## src/rtl/pipeline_stage_chain.sv

```systemverilog
// pipeline_stage_chain
// Parametrised chain of pipeline registers with per-stage stall, flush,
// valid tracking and bubble insertion, plus saturating counters for
// last-stage bubbles and front-end stalls. Stage 0 is the IF/ID boundary,
// stage STAGES-1 feeds execute.
//
// Ports
//   clk_i          single clock, rising edge
//   rst_i          synchronous active-high reset
//   in_data_i      payload presented to stage 0
//   in_valid_i     in_data_i carries a real instruction
//   in_ready_o     stage 0 loads this cycle (~hold[0], from stall only)
//   stall_i        per-stage hold request
//   flush_i        per-stage squash to a bubble (overrides hold)
//   stage_data_o   registered payloads, stage i at [i*WIDTH +: WIDTH]
//   stage_valid_o  registered valid per stage
//   bubble_cnt_o   cycles with last-stage valid low (saturating)
//   stall_cnt_o    cycles with in_ready_o low (saturating)
module pipeline_stage_chain #(
   parameter int                 WIDTH   = 32,
   parameter int                 STAGES  = 2,
   parameter logic [WIDTH-1:0]   NOP_VAL = '0,
   parameter int                 CNT_W   = 16
) (
   input  logic                      clk_i,
   input  logic                      rst_i,
   input  logic [WIDTH-1:0]          in_data_i,
   input  logic                      in_valid_i,
   output logic                      in_ready_o,
   input  logic [STAGES-1:0]         stall_i,
   input  logic [STAGES-1:0]         flush_i,
   output logic [STAGES*WIDTH-1:0]   stage_data_o,
   output logic [STAGES-1:0]         stage_valid_o,
   output logic [CNT_W-1:0]          bubble_cnt_o,
   output logic [CNT_W-1:0]          stall_cnt_o
);

   logic [STAGES-1:0] hold_w;
   logic [WIDTH-1:0]  src_data_w  [STAGES];
   logic [STAGES-1:0] src_valid_w;

   logic [WIDTH-1:0]  data_q  [STAGES];
   logic [WIDTH-1:0]  data_d  [STAGES];
   logic [STAGES-1:0] valid_q;
   logic [STAGES-1:0] valid_d;
   logic [CNT_W-1:0]  bubble_cnt_q, bubble_cnt_d;
   logic [CNT_W-1:0]  stall_cnt_q,  stall_cnt_d;

   // A downstream hold freezes every upstream stage.
   always_comb begin
      hold_w = '0;
      hold_w[STAGES-1] = stall_i[STAGES-1];
      for (int i = STAGES - 2; i >= 0; i--) begin
         hold_w[i] = stall_i[i] | hold_w[i+1];
      end
   end

   assign in_ready_o = ~hold_w[0];

   // Source of each stage when it loads. A held predecessor feeds a bubble
   // downstream instead of duplicating its contents. An invalid input is
   // normalised to NOP_VAL so an empty stage never shows stale payload.
   for (genvar g = 0; g < STAGES; g++) begin : g_src
      if (g == 0) begin : g_first
         assign src_data_w[g]  = in_valid_i ? in_data_i : NOP_VAL;
         assign src_valid_w[g] = in_valid_i;
      end else begin : g_rest
         assign src_data_w[g]  = hold_w[g-1] ? NOP_VAL : data_q[g-1];
         assign src_valid_w[g] = ~hold_w[g-1] & valid_q[g-1];
      end
   end

   always_comb begin
      for (int i = 0; i < STAGES; i++) begin
         data_d[i]  = data_q[i];
         valid_d[i] = valid_q[i];
         if (flush_i[i]) begin
            data_d[i]  = NOP_VAL;
            valid_d[i] = 1'b0;
         end else if (!hold_w[i]) begin
            data_d[i]  = src_data_w[i];
            valid_d[i] = src_valid_w[i];
         end
      end

      bubble_cnt_d = bubble_cnt_q;
      if (!valid_q[STAGES-1] && (bubble_cnt_q != {CNT_W{1'b1}})) begin
         bubble_cnt_d = bubble_cnt_q + 1'b1;
      end

      stall_cnt_d = stall_cnt_q;
      if (hold_w[0] && (stall_cnt_q != {CNT_W{1'b1}})) begin
         stall_cnt_d = stall_cnt_q + 1'b1;
      end
   end

   always_ff @(posedge clk_i) begin
      if (rst_i) begin
         for (int i = 0; i < STAGES; i++) begin
            data_q[i] <= NOP_VAL;
         end
         valid_q      <= '0;
         bubble_cnt_q <= '0;
         stall_cnt_q  <= '0;
      end else begin
         for (int i = 0; i < STAGES; i++) begin
            data_q[i] <= data_d[i];
         end
         valid_q      <= valid_d;
         bubble_cnt_q <= bubble_cnt_d;
         stall_cnt_q  <= stall_cnt_d;
      end
   end

   for (genvar g = 0; g < STAGES; g++) begin : g_out
      assign stage_data_o[g*WIDTH +: WIDTH] = data_q[g];
   end

   assign stage_valid_o = valid_q;
   assign bubble_cnt_o  = bubble_cnt_q;
   assign stall_cnt_o   = stall_cnt_q;

endmodule

```

## config.mk

```make
export PLATFORM = sky130hd
export DESIGN_NAME = pipeline_stage_chain
export DESIGN_NICKNAME = d
export VERILOG_FILES = /design/src/rtl/pipeline_stage_chain.sv
export SDC_FILE = /design/constraint.sdc
export NUM_CORES = 1
export LEC_CHECK = 0
export ABC_CLOCK_PERIOD_IN_PS = 1500
export BUFFER_PORTS_ARGS = -buffer_cell sky130_fd_sc_hd__buf_2
export CAP_MARGIN = 40
export CELL_PAD_IN_SITES_DETAIL_PLACEMENT = 1
export CELL_PAD_IN_SITES_GLOBAL_PLACEMENT = 2
export CORE_ASPECT_RATIO = 0.8
export CORE_MARGIN = 3
export CORE_UTILIZATION = 25
export DETAILED_ROUTE_END_ITERATION = 8
export PLACE_DENSITY = 0.71
export SYNTH_ARGS = -nofsm -noshare
export SYNTH_HDL_FRONTEND = slang
export SYNTH_SLANG_ARGS = --single-unit
```

## constraint.sdc

```tcl
create_clock -name clk_i -period 1.5 [get_ports clk_i]
set_input_delay 0.075 -clock clk_i [delete_from_list [all_inputs] [get_ports clk_i]]
set_output_delay 0.075 -clock clk_i [all_outputs]
set_load 0.05 [all_outputs]
```

==> flow_summary_export.csv <==
group,metric,value,unit
power_and_ir_drop,ir_worst_vdd,0.482,mV
timing,finalHoldViolations,0,
worst_setup_path,critPathRequiredTime,1780,ps
logic_synthesis,synth_edf_count,0,
timing,slew_violations,0,
flow_run,drv_cap,0,
layout,fillers,1806,
timing,relSlewSlack,48.0,%
worst_setup_path,critPathMaxFanout,4,
layout,final_nets,698,
logic_synthesis,syn_inst,455,
worst_setup_path,cp-start-kind,"flop",
global_routing,grt_max_degree,40,
timing,rsz0062_at_grt,"yes",
worst_setup_path,cp_slowest_cell,"or4_4",
layout,n_antenna_cell,0,
timing,finalWorstSetupSlack,-135,ps
global_routing,grt_pass1_vias,4555,
worst_setup_path,critPathTopFamily,"simple AND/OR/NAND/NOR gates",
drt,dr_wl_met2,7040,um
logic_synthesis,ys.flop_type,"dfxtp_1",
outcome,status,"finished, violations left",
placement,post-place-ws,-114,ps
power_and_ir_drop,powerDensity,899,mW/mm^2
logic_synthesis,yosys_register_bits,98,
drt,drc,0,
worst_setup_path,critical_path_arrival,1920,ps
timing,fin_crit_sh,109,%
logic_synthesis,synth_cell_type_count,46,
drt,wl_per_cell,16.5,um
die,die_w,146,um
placement,place_hpwl,9820,um
drt,wl_met1,6590,um
drt,top_layer_used,"met4",
layout,drive_above_1_share,44.6,%
global_routing,grtUsageTotal,16.2,%
drt,wl_met3,570,um
global_routing,gr-total-overflow,0,
timing,finalSetupViolCount,12,
worst_setup_path,crit_chain,"ha_4 > nand4_1 > nor4_4 > buf_4 > buf_6 > or4_4 > a21oi_2",
die,start_util,25.9,%
logic_synthesis,ys_seq_area_share,49.7,%
drt,wl,14400,um
timing,post-route-min-period,1630,ps
global_routing,grt_pass1_wl,23300,um
clock_tree,cts_tree,"built",
clock_tree,cts_buffers,9,
clock_tree,clockBufferDepth,2,
logic_synthesis,synthArstFlopShare,0,%
clock_tree,htreeDepth,3,
die,io_pins,138,
timing,whs,6.24,ps
layout,area_delta_synth_final,54.7,%
placement,gp_congestion,0.755,
worst_setup_path,crit_buf_inv,2,
drt,vias,4244,
drt,via_per_inst,4.87,
worst_hold_path,hold_class,"in2reg",
timing,tightest_slew,780,ps
die,num_rows,40,
drt,drtIter0Drc,124,
clock_tree,clkTransAtPathRegs,70,ps
power_and_ir_drop,p_leak,2.53,nW
worst_setup_path,critPathCaptureType,"flop",
clock_tree,ctsRootBufferMaster,"clkbuf_16",
die,dieArea,0.0173,mm^2
worst_setup_path,path_class,"reg2reg",
global_routing,antenna_found_initial,0,
placement,port_buffers,137,
logic_synthesis,netlist.area_leader.share,49.7,%
outcome,failed_checks,"negative setup slack",
clock_tree,cts.sinks,98,
clock_tree,insertion_delay,350,ps
timing,fmax,0.612,GHz
drt,ant_nets,0,
logic_synthesis,ys_warn_count,0,
timing,fin_worst_skew,7.84,ps
logic_synthesis,avgSynthCellArea,8.68,um^2
logic_synthesis,synth_area_leader_cell,"dfxtp_1",
logic_synthesis,synth_commonest_cells,"dfxtp_1 (98), a21oi_1 (55), nand2_1 (46)",
die,die_h,118,um
logic_synthesis,syn_area,0.00395,mm^2
logic_synthesis,synth_most_common_cell,"dfxtp_1",
die,core_area,0.0152,mm^2
logic_synthesis,syn_nets,496,
drt,first_pass_iters,4,
logic_synthesis,synth_area_leaders,"dfxtp_1 (50%), a21oi_1 (7.0%), a22oi_1 (6.3%)",
worst_setup_path,slowest_delay,470,ps
[worst min-delay path, cell delays in order]
cell and delay [ps]:
buf_2 100, nand3_1 70, a21oi_1 60
[placed cells by master, fill, tap and decap left out, types with 5 or more instances in the layout]
master,count
o31ai_1,9
or4_1,8
o21ai_1,7
clkbuf_16,9
a22oi_1,33
nand2_1,44
nor2_1,42
a21oi_1,50
nor2b_1,6
dfxtp_4,30
and4_4,5
or3_1,7
dfxtp_1,65
buf_2,137
nand4_1,5
dlygate4sd3_1,22
nand3_1,39
buf_4,60
[registers in the layout, indices dropped and copies added, names as in the netlist]
name,count
bubble_cnt_o,16
data_q,64
stage_valid_o,2
stall_cnt_o,16
[repair_timing]
item                                   4_1_cts  5_1_grt
hold buffers                                22        0
pin swaps                                   13       10
gates resized for setup                     11       19
buffers inserted                             6        5
gates cloned                                 0        1
setup endpoints to repair                   23       27
endpoints found under the hold margin       22        0
[per-layer routing]
layer | GRT usage [%] | up-vias
li1 | - | 2051
met1 | 20.1 | 2081
met2 | 28.2 | 96
met3 | 3.91 | 16
met4 | 4.35 | 0
met5 | 0 | -
[through the flow]
| stage | TNS (ps) | util, % | power (mW) | cells | instance area (um^2) |
|---|---|---|---|---|---|
| finish | -830 | 40.1 | 5.49 | 872 | 6110 |
| global route | -2040 | 40.1 | 5.72 | 872 | 6110 |
| detailed placement | -1150 | 35.4 | 3.15 | 823 | 5390 |
| global placement | -532 | 35.4 | 3.14 | 823 | 5390 |
| floorplan | -1240 | - | 2.95 | 455 | 4170 |
| CTS | -455 | 39.4 | 5.57 | 867 | 5990 |
[path summary, 6_finish.rpt]
path | start | to | slack (ps) | cells after the start
worst max-delay path | bubble_cnt_o[1] | bubble_cnt_o[5] | -130 | 7
worst min-delay path | in_data_i[14] | data_q[0][14] | 6 | 3
worst max register to register | bubble_cnt_o[1] | bubble_cnt_o[5] | -130 | 7
worst min register to register | data_q[0][17] | data_q[0][17] | 470 | 2
[cell families after synthesis]
kind of cell             count (synthesis)  synth area share [%]
buffers and inverters                   39                  4.28
adder cells (fa/ha/maj)                  2                 0.634
AO/OA/AOI/OAI                          121                  19.1
multiplexers                             7                  1.97
AND/OR/NAND/NOR                        188                  24.3
flip-flops                              98                  49.7
[final cells by class]
cell class | instances | area [um^2] | area share [%]
Clock inverter | 5 | 61.3 | 1.00
Clock buffer | 11 | 233 | 3.81
Inverter | 4 | 15.0 | 0.246
Tap cell | 210 | 263 | 4.30
Multi-Input combinational cell | 319 | 2020 | 33.0
Sequential cell | 98 | 2080 | 34.0
Timing Repair Buffer | 225 | 1440 | 23.6
[power by group]
| part | switching, mW | internal [mW] | leakage (nW) |
|---|---|---|---|
| Combinational | 0.340 | 0.200 | 1.57 |
| Clock | 1.03 | 1.31 | 0.141 |
| Sequential | 0.0246 | 2.58 | 0.816 |
| Total | 1.40 | 4.09 | 2.53 |
(Power assumes the default switching activity.)
